[config.mk]
export PLATFORM = sky130hd
export DESIGN_NAME = conv_tile_sequencer_flat
export DESIGN_NICKNAME = d
export VERILOG_FILES = /design/src/rtl/conv_tile_if.sv /design/src/rtl/conv_tile_sequencer.sv /design/src/flat_wrapper.sv
export SDC_FILE = /design/constraint.sdc
export NUM_CORES = 1
export LEC_CHECK = 0
export BUFFER_PORTS_ARGS = -buffer_cell sky130_fd_sc_hd__buf_2
export CAP_MARGIN = 25
export CORE_MARGIN = 2
export CORE_UTILIZATION = 45
export CTS_CLUSTER_DIAMETER = 80
export DETAILED_ROUTE_END_ITERATION = 10
export PLACE_DENSITY = 0.66
export SYNTH_ARGS = -nofsm -noshare
export SYNTH_HDL_FRONTEND = slang
export SYNTH_SLANG_ARGS = --single-unit
[constraint.sdc]
create_clock -name clk -period 3.3 [get_ports clk]
set_input_delay 0 -clock clk [delete_from_list [all_inputs] [get_ports clk]]
set_output_delay 0 -clock clk [all_outputs]
set_load 0.005 [all_outputs]
[src/rtl/conv_tile_if.sv]
// Handshake and control bundle between the convolution tile sequencer and
// its surroundings: start/config, the three memory read/write ports and the
// PE array enable/clear controls. The sequencer owns the master modport.
interface conv_tile_if #(
  parameter int FMAP_H = 64,
  parameter int K      = 4
);
  localparam int KW = (K > 1) ? $clog2(K) : 1;
  localparam int HW = (FMAP_H > 1) ? $clog2(FMAP_H) : 1;

  logic          start_conv;
  logic [8:0]    cfg_ci;
  logic [1:0]    cfg_co;
  logic          busy;
  logic          end_conv;
  logic          rd_w_req;
  logic          rd_w_ack;
  logic [KW-1:0] w_row_idx;
  logic          rd_i_req;
  logic          rd_i_ack;
  logic [HW-1:0] i_row_idx;
  logic          pe_clr;
  logic          pe_en;
  logic          wr_o_req;
  logic          wr_o_ack;
  logic [HW-1:0] o_row_idx;
  logic [1:0]    co_idx;

  modport master (
    input  start_conv, cfg_ci, cfg_co, rd_w_ack, rd_i_ack, wr_o_ack,
    output busy, end_conv, rd_w_req, w_row_idx, rd_i_req, i_row_idx,
           pe_clr, pe_en, wr_o_req, o_row_idx, co_idx
  );

  modport slave (
    output start_conv, cfg_ci, cfg_co, rd_w_ack, rd_i_ack, wr_o_ack,
    input  busy, end_conv, rd_w_req, w_row_idx, rd_i_req, i_row_idx,
           pe_clr, pe_en, wr_o_req, o_row_idx, co_idx
  );
endinterface

[src/rtl/conv_tile_sequencer.sv]
// Layer sequencer for the convolution PE array. For each kernel group it
// loads K kernel rows, then for every output row loads the feature rows,
// clears and runs the PE accumulators, and writes the result row back.
// Optional feature: define ROW_REUSE_EN so that output rows after the first
// of a group fetch only the newest feature row (the array shifts the rest).
// All outputs are decoded from registered state, so an async reset drops
// every request in the same cycle.
module conv_tile_sequencer #(
  parameter int FMAP_H = 64,
  parameter int K      = 4,
  parameter int CI_MAX = 256,
  parameter int CI_DEF = 32
) (
  input  logic        clk,
  input  logic        rst_n,
  conv_tile_if.master bus
);
  localparam int KW  = (K > 1) ? $clog2(K) : 1;
  localparam int HW  = (FMAP_H > 1) ? $clog2(FMAP_H) : 1;
  localparam int CIW = 9;

  localparam logic [KW-1:0]  K_LAST   = KW'(K - 1);
  localparam logic [HW-1:0]  R_LAST   = HW'(FMAP_H - K);
  localparam logic [CIW-1:0] CI_MAX_C = CIW'(CI_MAX);
  localparam logic [CIW-1:0] CI_DEF_C = CIW'(CI_DEF);

`ifdef ROW_REUSE_EN
  localparam logic [KW-1:0]  J_FIRST_NEXT = K_LAST;  // only the newest row
`else
  localparam logic [KW-1:0]  J_FIRST_NEXT = '0;      // full K-row reload
`endif

  localparam logic [2:0] S_IDLE    = 3'd0;
  localparam logic [2:0] S_LOAD_W  = 3'd1;
  localparam logic [2:0] S_LOAD_I  = 3'd2;
  localparam logic [2:0] S_CLR     = 3'd3;
  localparam logic [2:0] S_COMPUTE = 3'd4;
  localparam logic [2:0] S_DRAIN   = 3'd5;
  localparam logic [2:0] S_DONE    = 3'd6;

  logic [2:0]     state_q, state_d;
  logic [KW-1:0]  k_q, k_d;      // kernel row within LOAD_W
  logic [KW-1:0]  j_q, j_d;      // feature row offset within LOAD_I
  logic [HW-1:0]  r_q, r_d;      // current output row
  logic [1:0]     g_q, g_d;      // current kernel group
  logic [1:0]     gm1_q, gm1_d;  // latched groups minus one
  logic [CIW-1:0] ci_q, ci_d;    // latched effective accumulate length
  logic [CIW-1:0] cnt_q, cnt_d;  // accumulate cycle counter
  logic [CIW-1:0] ci_eff;

  // Clamp the requested channel count into the supported accumulate range.
  always_comb begin
    if (bus.cfg_ci == '0)          ci_eff = CI_DEF_C;
    else if (bus.cfg_ci > CI_MAX_C) ci_eff = CI_MAX_C;
    else                           ci_eff = bus.cfg_ci;
  end

  // Next-state and counter update for the layer walk.
  always_comb begin
    // NOTE: every next-state signal gets its hold value first so no path
    // through the case leaves it unassigned, which would infer a latch.
    state_d = state_q;
    k_d     = k_q;
    j_d     = j_q;
    r_d     = r_q;
    g_d     = g_q;
    gm1_d   = gm1_q;
    ci_d    = ci_q;
    cnt_d   = cnt_q;
    case (state_q)
      S_IDLE: begin
        if (bus.start_conv) begin
          ci_d    = ci_eff;
          gm1_d   = bus.cfg_co;
          g_d     = '0;
          k_d     = '0;
          state_d = S_LOAD_W;
        end
      end
      S_LOAD_W: begin
        if (bus.rd_w_ack) begin
          if (k_q == K_LAST) begin
            k_d     = '0;
            r_d     = '0;
            j_d     = '0;
            state_d = S_LOAD_I;
          end else begin
            k_d = k_q + 1'b1;
          end
        end
      end
      S_LOAD_I: begin
        if (bus.rd_i_ack) begin
          if (j_q == K_LAST) begin
            j_d     = '0;
            state_d = S_CLR;
          end else begin
            j_d = j_q + 1'b1;
          end
        end
      end
      S_CLR: begin
        cnt_d   = '0;
        state_d = S_COMPUTE;
      end
      S_COMPUTE: begin
        if (cnt_q == ci_q - CIW'(1)) state_d = S_DRAIN;
        else                         cnt_d   = cnt_q + 1'b1;
      end
      S_DRAIN: begin
        if (bus.wr_o_ack) begin
          if (r_q < R_LAST) begin
            r_d     = r_q + 1'b1;
            j_d     = J_FIRST_NEXT;
            state_d = S_LOAD_I;
          end else if (g_q != gm1_q) begin
            g_d     = g_q + 1'b1;
            k_d     = '0;
            state_d = S_LOAD_W;
          end else begin
            state_d = S_DONE;
          end
        end
      end
      S_DONE: begin
        g_d     = '0;
        state_d = S_IDLE;
      end
      default: state_d = S_IDLE;
    endcase
  end

  // State and counter registers.
  always_ff @(posedge clk or negedge rst_n) begin
    // NOTE: all state is cleared on reset, including latched config, so the
    // sequencer never resumes from a stale layer after rst_n.
    if (!rst_n) begin
      state_q <= S_IDLE;
      k_q     <= '0;
      j_q     <= '0;
      r_q     <= '0;
      g_q     <= '0;
      gm1_q   <= '0;
      ci_q    <= '0;
      cnt_q   <= '0;
    end else begin
      state_q <= state_d;
      k_q     <= k_d;
      j_q     <= j_d;
      r_q     <= r_d;
      g_q     <= g_d;
      gm1_q   <= gm1_d;
      ci_q    <= ci_d;
      cnt_q   <= cnt_d;
    end
  end

  assign bus.busy      = (state_q != S_IDLE);
  assign bus.end_conv  = (state_q == S_DONE);
  assign bus.rd_w_req  = (state_q == S_LOAD_W);
  assign bus.rd_i_req  = (state_q == S_LOAD_I);
  assign bus.pe_clr    = (state_q == S_CLR);
  assign bus.pe_en     = (state_q == S_COMPUTE);
  assign bus.wr_o_req  = (state_q == S_DRAIN);
  assign bus.w_row_idx = (state_q == S_LOAD_W) ? k_q : '0;
  assign bus.i_row_idx = (state_q == S_LOAD_I) ? r_q + HW'(j_q) : '0;
  assign bus.o_row_idx = (state_q == S_DRAIN) ? r_q : '0;
  assign bus.co_idx    = g_q;
endmodule

[src/flat_wrapper.sv]
// flat-port wrapper written by rule: the top's interface ports become plain ports
module conv_tile_sequencer_flat 
#(
  parameter int FMAP_H = 64,
  parameter int K      = 4,
  parameter int CI_MAX = 256,
  parameter int CI_DEF = 32
)
  (clk, rst_n, bus_start_conv, bus_cfg_ci, bus_cfg_co, bus_rd_w_ack, bus_rd_i_ack, bus_wr_o_ack, bus_busy, bus_end_conv, bus_rd_w_req, bus_w_row_idx, bus_rd_i_req, bus_i_row_idx, bus_pe_clr, bus_pe_en, bus_wr_o_req, bus_o_row_idx, bus_co_idx);
  conv_tile_if #(.FMAP_H(FMAP_H), .K(K)) bus_i ();
  input  logic clk;
  input  logic rst_n;
  input wire logic [$bits(bus_i.start_conv)-1:0] bus_start_conv;
  input wire logic [$bits(bus_i.cfg_ci)-1:0] bus_cfg_ci;
  input wire logic [$bits(bus_i.cfg_co)-1:0] bus_cfg_co;
  input wire logic [$bits(bus_i.rd_w_ack)-1:0] bus_rd_w_ack;
  input wire logic [$bits(bus_i.rd_i_ack)-1:0] bus_rd_i_ack;
  input wire logic [$bits(bus_i.wr_o_ack)-1:0] bus_wr_o_ack;
  output wire logic [$bits(bus_i.busy)-1:0] bus_busy;
  output wire logic [$bits(bus_i.end_conv)-1:0] bus_end_conv;
  output wire logic [$bits(bus_i.rd_w_req)-1:0] bus_rd_w_req;
  output wire logic [$bits(bus_i.w_row_idx)-1:0] bus_w_row_idx;
  output wire logic [$bits(bus_i.rd_i_req)-1:0] bus_rd_i_req;
  output wire logic [$bits(bus_i.i_row_idx)-1:0] bus_i_row_idx;
  output wire logic [$bits(bus_i.pe_clr)-1:0] bus_pe_clr;
  output wire logic [$bits(bus_i.pe_en)-1:0] bus_pe_en;
  output wire logic [$bits(bus_i.wr_o_req)-1:0] bus_wr_o_req;
  output wire logic [$bits(bus_i.o_row_idx)-1:0] bus_o_row_idx;
  output wire logic [$bits(bus_i.co_idx)-1:0] bus_co_idx;
  assign bus_i.start_conv = bus_start_conv;
  assign bus_i.cfg_ci = bus_cfg_ci;
  assign bus_i.cfg_co = bus_cfg_co;
  assign bus_i.rd_w_ack = bus_rd_w_ack;
  assign bus_i.rd_i_ack = bus_rd_i_ack;
  assign bus_i.wr_o_ack = bus_wr_o_ack;
  assign bus_busy = bus_i.busy;
  assign bus_end_conv = bus_i.end_conv;
  assign bus_rd_w_req = bus_i.rd_w_req;
  assign bus_w_row_idx = bus_i.w_row_idx;
  assign bus_rd_i_req = bus_i.rd_i_req;
  assign bus_i_row_idx = bus_i.i_row_idx;
  assign bus_pe_clr = bus_i.pe_clr;
  assign bus_pe_en = bus_i.pe_en;
  assign bus_wr_o_req = bus_i.wr_o_req;
  assign bus_o_row_idx = bus_i.o_row_idx;
  assign bus_co_idx = bus_i.co_idx;
  conv_tile_sequencer #(.FMAP_H(FMAP_H), .K(K), .CI_MAX(CI_MAX), .CI_DEF(CI_DEF)) u_core (.clk(clk), .rst_n(rst_n), .bus(bus_i));
endmodule
==> reports/metrics.yaml, run 1 <==
worst_setup_path:
  r2r-start: "u_core.state_q[2]"
  cp-start-kind: "register"
  path_class: "reg2reg"
  r2r_end: "u_core.j_q[0]"
  cp-end-kind: "register"
  crit_family: "simple AND/OR/NAND/NOR gates"
  slowest_stage: "dfrtp_1"
  worstRegToRegCells: 6
  worstPathCellList: "inv_1 > nor2_1 > a21oi_1 > or4_4 > nor4_2 > a21o_1"
  critPathArrivalTime_ns: 2.66
  path_buf_inv: 1
  cpPeakStageDelay_ns: 0.66
  worst-path-max-fanout: 19
  crit_required_ns: 3.53
  rrSetupSlack_ns: 0.87
detailed_routing:
  drc: 0
  vias: 2059
  drt-vias-per-instance: 5.27
  wl_per_cell_microns: 13.7
  routed_wl_microns: 5350
  drtIter0Drc: 138
  dr.pass1.iters: 4
  drtAntennaViolNets: 0
timing:
  slew_headroom: 0.478
  finalClockSkew_ns: 0.00397
  worstMarginPinSlew_ns: 0.783
  fin_setup_tns_ns: 0
  fin_crit_sh: 0.738
  final_hold_viol_count: 0
  slew_violations: 0
  fmax_mhz: 411
  setup_viol: 0
  rsz0062_at_grt: "false"
  hold_slack_ns: 0.00726
  min_period_ns: 2.43
layout:
  final_util: 0.552
  layout-drive-gt1-share: 0.193
  areaGrowthSynthToFinish_pct: 18.7
  diodes: 0
  stdcell_area_sq_mm: 0.00280
  final_nets: 345
global_route:
  grt_usage: 0.200
  gr-max-usage-layer: "met2"
  grtUsageMet2: 0.303
  grt_overflow_total: 0
  antenna_found_initial: 0
  grt_pass1_vias: 2012
  use_met3: 0.0403
  grt_max_degree: 36
  grt_pass1_wl_microns: 9460
  met1_usage: 0.280
synth:
  synth_edf_count: 0
  synth_common_cells: "nand2_1 (41), dfrtp_1 (35), nor2_1 (29), o21ai_0 (17), xor2_1 (13)"
  synth_top_cell_by_area: "dfrtp_1"
  synthFlopType: "dfrtp_1"
  synth_top_area_frac: 0.371
  syn_area_sq_mm: 0.00236
  ys_seq_elements: 35
  yosysMostFrequentCell: "nand2_1"
  yosysWarningCount: 0
  synth_area_leaders: "dfrtp_1 (37%), nand2_1 (6.5%), xor2_1 (4.8%), nor2_1 (4.6%), ha_1 (3.7%)"
  synth_cell_types: 47
  netlist_instances: 275
  async_flop_share: 1.00
  ys_seq_area_frac: 0.371
  syn_area_per_cell_sq_um: 8.58
  syn-num-nets: 300
clock_network:
  cts.sinks: 35
  clk_latency_ns: 0.29
  clockBufferDepth: 2
  cts_buffers: 5
  path_clk_slew_ns: 0.07
  postCtsSetupBuffers: 0
  htree_levels: 2
  root_buffer: "clkbuf_8"
  cts_tree: "yes"
power:
  ir_drop_v: 0.000374
  p_leak_nw: 1.38
  powerDensity_mw_per_mm2: 665
  finalPower_mw: 1.86
worst_hold_path:
  holdPathStages: 3
  min_path_type: "in2reg"
  hp-start: "bus_cfg_ci[2]"
  min_to: "u_core.ci_q[2]"
placed_design:
  placed_cell_area_sq_mm: 0.00259
  gp_congestion: 0.856
  io_buffers: 39
  dp_hpwl_microns: 3850
die:
  core_area_sq_mm: 0.00507
  rows: 26
  die_h_microns: 76.4
  dieArea_sq_mm: 0.00584
  die_x_microns: 76.4
  io_pins: 40
  start_util: 0.465
outcome:
  status: "finished, final reports clean"
flow_run:
  cap_violations: 0
area by class of cell:
type | instances | area (sq um)
fillers | 495 | 2270
inverters | 7 | 26.3
clock buffers | 5 | 68.8
repair buffers | 49 | 295
well taps | 70 | 87.6
multi-input cells | 222 | 1400
flip-flops and latches | 35 | 876
clock inverters | 3 | 43.8
worst register-to-register path: stages, from the launching register on:
cell	delay, ns
dfrtp_1	0.66
inv_1	0.34
nor2_1	0.44
a21oi_1	0.13
or4_4	0.55
nor4_2	0.15
a21o_1	0.11
metal layers:
metal | vias to the layer above | part of all wire
li1 | 1055 | -
met1 | 957 | 0.49
met2 | 41 | 0.46
met3 | 6 | 0.033
met4 | 0 | 0.016
met5 | - | 0
flip-flops by register name, summed over array words and instances (netlist names):
| register | count |
|---|---|
| u_core.j_q | 2 |
| u_core.k_q | 2 |
| u_core.gm1_q | 2 |
| u_core.bus.co_idx | 2 |
| u_core.cnt_q | 9 |
| u_core.ci_q | 9 |
| u_core.r_q | 6 |
| u_core.state_q | 3 |
power by group:
group          switching, mW  internal, mW
Clock                  0.158         0.225
Sequential             0.170         0.527
Combinational          0.443         0.340
layout by cell type (no fill, tap or decap), types with 2 or more instances in the layout:
cell | synthesis | routed
ha_1 | 7 | 7
buf_2 | 4 | 39
nand4_1 | 5 | 5
a211oi_1 | 3 | 3
clkbuf_8 | 0 | 5
nor3_1 | 6 | 6
a31o_2 | 3 | 3
a22o_1 | 2 | 2
dfrtp_1 | 35 | 35
o31ai_1 | 2 | 2
nor4_1 | 2 | 2
o21ai_0 | 17 | 17
and3_1 | 12 | 12
mux2_2 | 3 | 3
dlygate4sd3_1 | 0 | 10
xor2_1 | 13 | 13
a21oi_1 | 12 | 12
nand3_1 | 11 | 11
mux2i_1 | 7 | 7
a21o_1 | 2 | 2
nor2_1 | 29 | 29
nor3b_1 | 2 | 2
nand2_1 | 41 | 41
or4_4 | 2 | 2
nand3b_1 | 3 | 3
xnor2_1 | 5 | 5
and2_1 | 4 | 4
nand2b_1 | 11 | 11
inv_1 | 7 | 7
cell families after synthesis:
family                     after synthesis  synth area share
buffers and inverters                   18            0.0339
AOI/OAI and AO/OA                       49             0.139
and+or+nand+nor                        137             0.300
muxes                                   10            0.0440
xor gates and xnor gates                18            0.0668
adders and majority gates                8            0.0456
DFF                                     35             0.371
stage by stage:
| stage | worst slack [ns] | instances |
|---|---|---|
| global placement | 1.06 | 373 |
| floorplan | 1.28 | 275 |
| CTS | 0.896 | 391 |
| detailed placement | 0.913 | 373 |
| finish | 0.866 | 391 |
| global route | 0.619 | 391 |
worst max path at each step:
stage | slack (ns) | endpoint | cells past startpoint | from
2_1_floorplan | 1.28 | u_core.cnt_q[2] | 9 | u_core.ci_q[0]
4_1_cts | 0.90 | u_core.j_q[0] | 6 | u_core.state_q[2]
3_3_place_gp | 1.06 | u_core.j_q[0] | 6 | u_core.state_q[2]
3_5_place_dp | 0.91 | u_core.j_q[0] | 6 | u_core.state_q[2]
5_1_grt | 0.62 | u_core.j_q[0] | 6 | u_core.state_q[2]
6_report | 0.87 | u_core.j_q[0] | 6 | u_core.state_q[2]
what timing repair did:
| action | CTS | global route |
|---|---|---|
| resized for setup | 0 | 0 |
| hold buffers | 10 | 0 |
| hold endpoints to repair | 44 | 0 |
Note: power is estimated with default switching activity, not from simulation.
==> run 2, diff against run 1 <==
--- a/config.mk
+++ b/config.mk
@@ -5,13 +5,14 @@
 export SDC_FILE = /design/constraint.sdc
 export NUM_CORES = 1
 export LEC_CHECK = 0
+export ABC_AREA = 1
 export BUFFER_PORTS_ARGS = -buffer_cell sky130_fd_sc_hd__buf_2
 export CAP_MARGIN = 25
 export CORE_MARGIN = 2
 export CORE_UTILIZATION = 45
 export CTS_CLUSTER_DIAMETER = 80
 export DETAILED_ROUTE_END_ITERATION = 10
-export PLACE_DENSITY = 0.66
+export PLACE_DENSITY = 0.69
 export SYNTH_ARGS = -nofsm -noshare
 export SYNTH_HDL_FRONTEND = slang
 export SYNTH_SLANG_ARGS = --single-unit
==> constraint.sdc (replaced) <==
create_clock -name clk -period 2.13 [get_ports clk]
set_input_delay 0 -clock clk [delete_from_list [all_inputs] [get_ports clk]]
set_output_delay 0 -clock clk [all_outputs]
set_load 0.005 [all_outputs]
==> run 2 against run 1 <==
Worst hold slack improved by 0.038 ns. Final area rose by 4.1%. First-iteration DRC count increased by 29%. Clock power grew 37%. Power grew 85%. Die area up 2.9%. Sequential power up 61%. Combinational power up 130%. Critical path type unchanged. Clock skew rose by 0.0025 ns. Via count rose by 13%.
==> reports/metrics.yaml, run 2 <==
worst_setup_path:
  worstPathCellList: "inv_2 > ha_2 > inv_1 > nand2_1 > nand2_1 > nand2_1 > nor2_1 > nand3_1 > nor2_1 > nand3_1 > nand2_2 > buf_4 > nand3_1 > nand2_1"
  crit_start: "u_core.ci_q[0]"
  r2r-start: "u_core.ci_q[0]"
  cp-start-kind: "register"
  timing.critical_path.to: "u_core.cnt_q[8]"
  cp-end-kind: "register"
  worst-path-max-fanout: 8
  crit_family: "simple AND/OR/NAND/NOR gates"
  path_class: "reg2reg"
  path_depth: 14
  critPathArrivalTime_ns: 2.11
  r2r_end: "u_core.cnt_q[8]"
  slowest_stage: "dfrtp_1"
  rrSetupSlack_ns: 0.25
  cpPeakStageDelay_ns: 0.39
  crit_top_cell: "nand2_1"
  worstRegToRegCells: 14
  crit_required_ns: 2.36
  path_buf_inv: 3
synth:
  synth_compound_area_frac: 0.101
  synthAdderAreaFrac: 0.0442
  synth_top_cell_by_area: "dfrtp_1"
  synth_xor_xnor_area_share: 0.0468
  syn_area_sq_mm: 0.00243
  synth_top_area_frac: 0.360
  synth_area_leaders: "dfrtp_1 (36%), nand2_1 (13%), inv_1 (7.3%), nand3_1 (7.0%), nor2_1 (6.2%)"
  ys_seq_elements: 35
  syn_area_per_cell_sq_um: 7.09
  ys_seq_area_frac: 0.360
  synth_common_cells: "nand2_1 (83), inv_1 (47), nor2_1 (40), dfrtp_1 (35), nand3_1 (34)"
  netlist_instances: 343
  synth-simple-area-share: 0.357
  async_flop_share: 1.00
  yosysMostFrequentCell: "nand2_1"
  synth_top_family_by_area: "simple AND/OR/NAND/NOR gates"
  yosysWarningCount: 0
  syn-num-nets: 368
  synthMuxAreaShare: 0
  synthFlopType: "dfrtp_1"
  synth_edf_count: 0
  synth_cell_types: 37
power:
  p_clk_frac: 0.152
  combPwrFrac: 0.524
  p_leak_nw: 1.50
  seqPwrFrac: 0.324
  ir_drop_v: 0.000738
  p_sw_mw: 1.59
  swShare: 0.462
  powerDensity_mw_per_mm2: 1180
  p_int_mw: 1.86
die:
  core_area_sq_mm: 0.00517
  dieArea_sq_mm: 0.00601
  rows: 26
  die_h_microns: 77.5
  io_pins: 40
  start_util: 0.470
  die_x_microns: 77.5
detailed_routing:
  drtIter0Drc: 178
  wl_per_cell_microns: 12.1
  routed_wl_microns: 5660
  drtAntennaViolNets: 0
  drc: 0
  dr.pass1.iters: 4
  drt-vias-per-instance: 4.96
  vias: 2328
layout:
  layout_common_cells: "nand2_1 (82), inv_1 (46), nor2_1 (40), buf_2 (39), dfrtp_1 (35)"
  nFillCells: 496
  layout.cells.most_common: "nand2_1"
  diodes: 0
  top_regs: "u_core.ci_q: 9 flops, u_core.cnt_q: 9 flops, u_core.r_q: 6 flops"
  final_nets: 423
  layout-drive-gt1-share: 0.185
  seq_area_sq_um: 876
  areaGrowthSynthToFinish_pct: 19.9
  stdcell_area_sq_mm: 0.00292
  multi_input_area_sq_mm: 0.00134
placed_design:
  dp_hpwl_microns: 4280
  placed_cell_area_sq_mm: 0.00270
  io_buffers: 39
  gp_congestion: 0.864
timing:
  slew_headroom: 0.478
  fmax_mhz: 533
  fin_crit_sh: 0.882
  slew_violations: 0
  finalClockSkew_ns: 0.00647
  rsz0062_at_grt: "true"
  final_hold_viol_count: 0
  worstMarginPinSlew_ns: 0.783
  hold_slack_ns: 0.0451
  min_period_ns: 1.88
  setup_viol: 0
global_route:
  grt_overflow_total: 0
  grt_max_degree: 36
  grt_pass1_wl_microns: 10100
  grt_usage: 0.206
  antenna_found_initial: 0
  grt_pass1_vias: 2304
clock_network:
  htree_levels: 2
  cts_tree: "yes"
  root_buffer: "clkbuf_8"
  cts_buffers: 5
  clk_latency_ns: 0.29
  path_clk_slew_ns: 0.07
  cts.sinks: 35
  clockBufferDepth: 2
worst_hold_path:
  min_path_type: "in2reg"
  holdPathStages: 3
flow_run:
  cap_violations: 0
outcome:
  status: "finished, final reports clean"
[run 2: what timing repair did]
| action | CTS | global route |
|---|---|---|
| hold buffers | 10 | 0 |
| gates resized for setup | 0 | 3 |
| setup endpoints to repair | 0 | 8 |
| endpoints found under the hold margin | 44 | 0 |
| buffers inserted | 0 | 1 |
[run 2: power groups by stage]
| stage | registers, mW | clock network [mW] | logic [mW] |
|---|---|---|---|
| after floorplan | 1.07 | 0 | 1.38 |
| after global placement | 1.13 | 0 | 1.75 |
| after detailed placement | 1.13 | 0 | 1.78 |
| after CTS | 1.12 | 0.534 | 1.80 |
| after global routing | 1.16 | 0.562 | 2.10 |
| final | 1.12 | 0.525 | 1.81 |
[run 2: kinds of logic after synthesis]
group / Yosys count
buf+inv: 56
flops: 35
simple gates: 187
fa+ha+maj: 8
xor+xnor: 13
compound gates: 44
[run 2: worst min-delay path by stage]
stage                   from              endpoint  slack (ns)
6_report       bus_cfg_ci[5]        u_core.ci_q[5]        0.05
5_1_grt        bus_cfg_ci[8]        u_core.ci_q[2]        0.11
4_1_cts        bus_cfg_ci[5]        u_core.ci_q[5]        0.05
3_5_place_dp           rst_n        u_core.ci_q[3]        0.13
3_3_place_gp           rst_n        u_core.ci_q[6]        0.13
2_1_floorplan          rst_n  u_core.bus.co_idx[0]       -0.30
[run 2: layout make-up]
cell class	instances	share of cell area
clock buffer	8	0.0343
multi-input combinational	252	0.459
tap	70	0.0300
sequential	35	0.300
inverter	52	0.0669
timing repair buffer	52	0.109
[run 2: metal layers]
metal | vias to the layer above | wire (microns) | track usage
met5 | - | 0 | 0
met4 | 0 | 67 | 0.0625
met3 | 7 | 247 | 0.0384
met2 | 46 | 2720 | 0.353
met1 | 1063 | 2630 | 0.263
li1 | 1212 | - | -
[run 2: worst reg2reg max path, cell delays in order, from the launching register on]
cell     delay [ns]
dfrtp_1        0.39
inv_2          0.10
ha_2           0.28
inv_1          0.05
nand2_1        0.04
nand2_1        0.06
nand2_1        0.04
nor2_1         0.10
nand3_1        0.07
nor2_1         0.08
nand3_1        0.12
nand2_2        0.15
buf_4          0.18
nand3_1        0.08
nand2_1        0.08
[run 2: metrics by stage]
stage	total power, mW	cells	setup slack [ns]	setup TNS, ns	utilization
global placement	2.88	450	0.235	0	0.523
global route	3.82	469	-0.0247	-0.0488	0.564
floorplan	2.45	343	0.426	0	-
CTS	3.46	468	0.121	0	0.561
detailed placement	2.92	450	0.131	0	0.523
finish	3.45	469	0.252	0	0.564
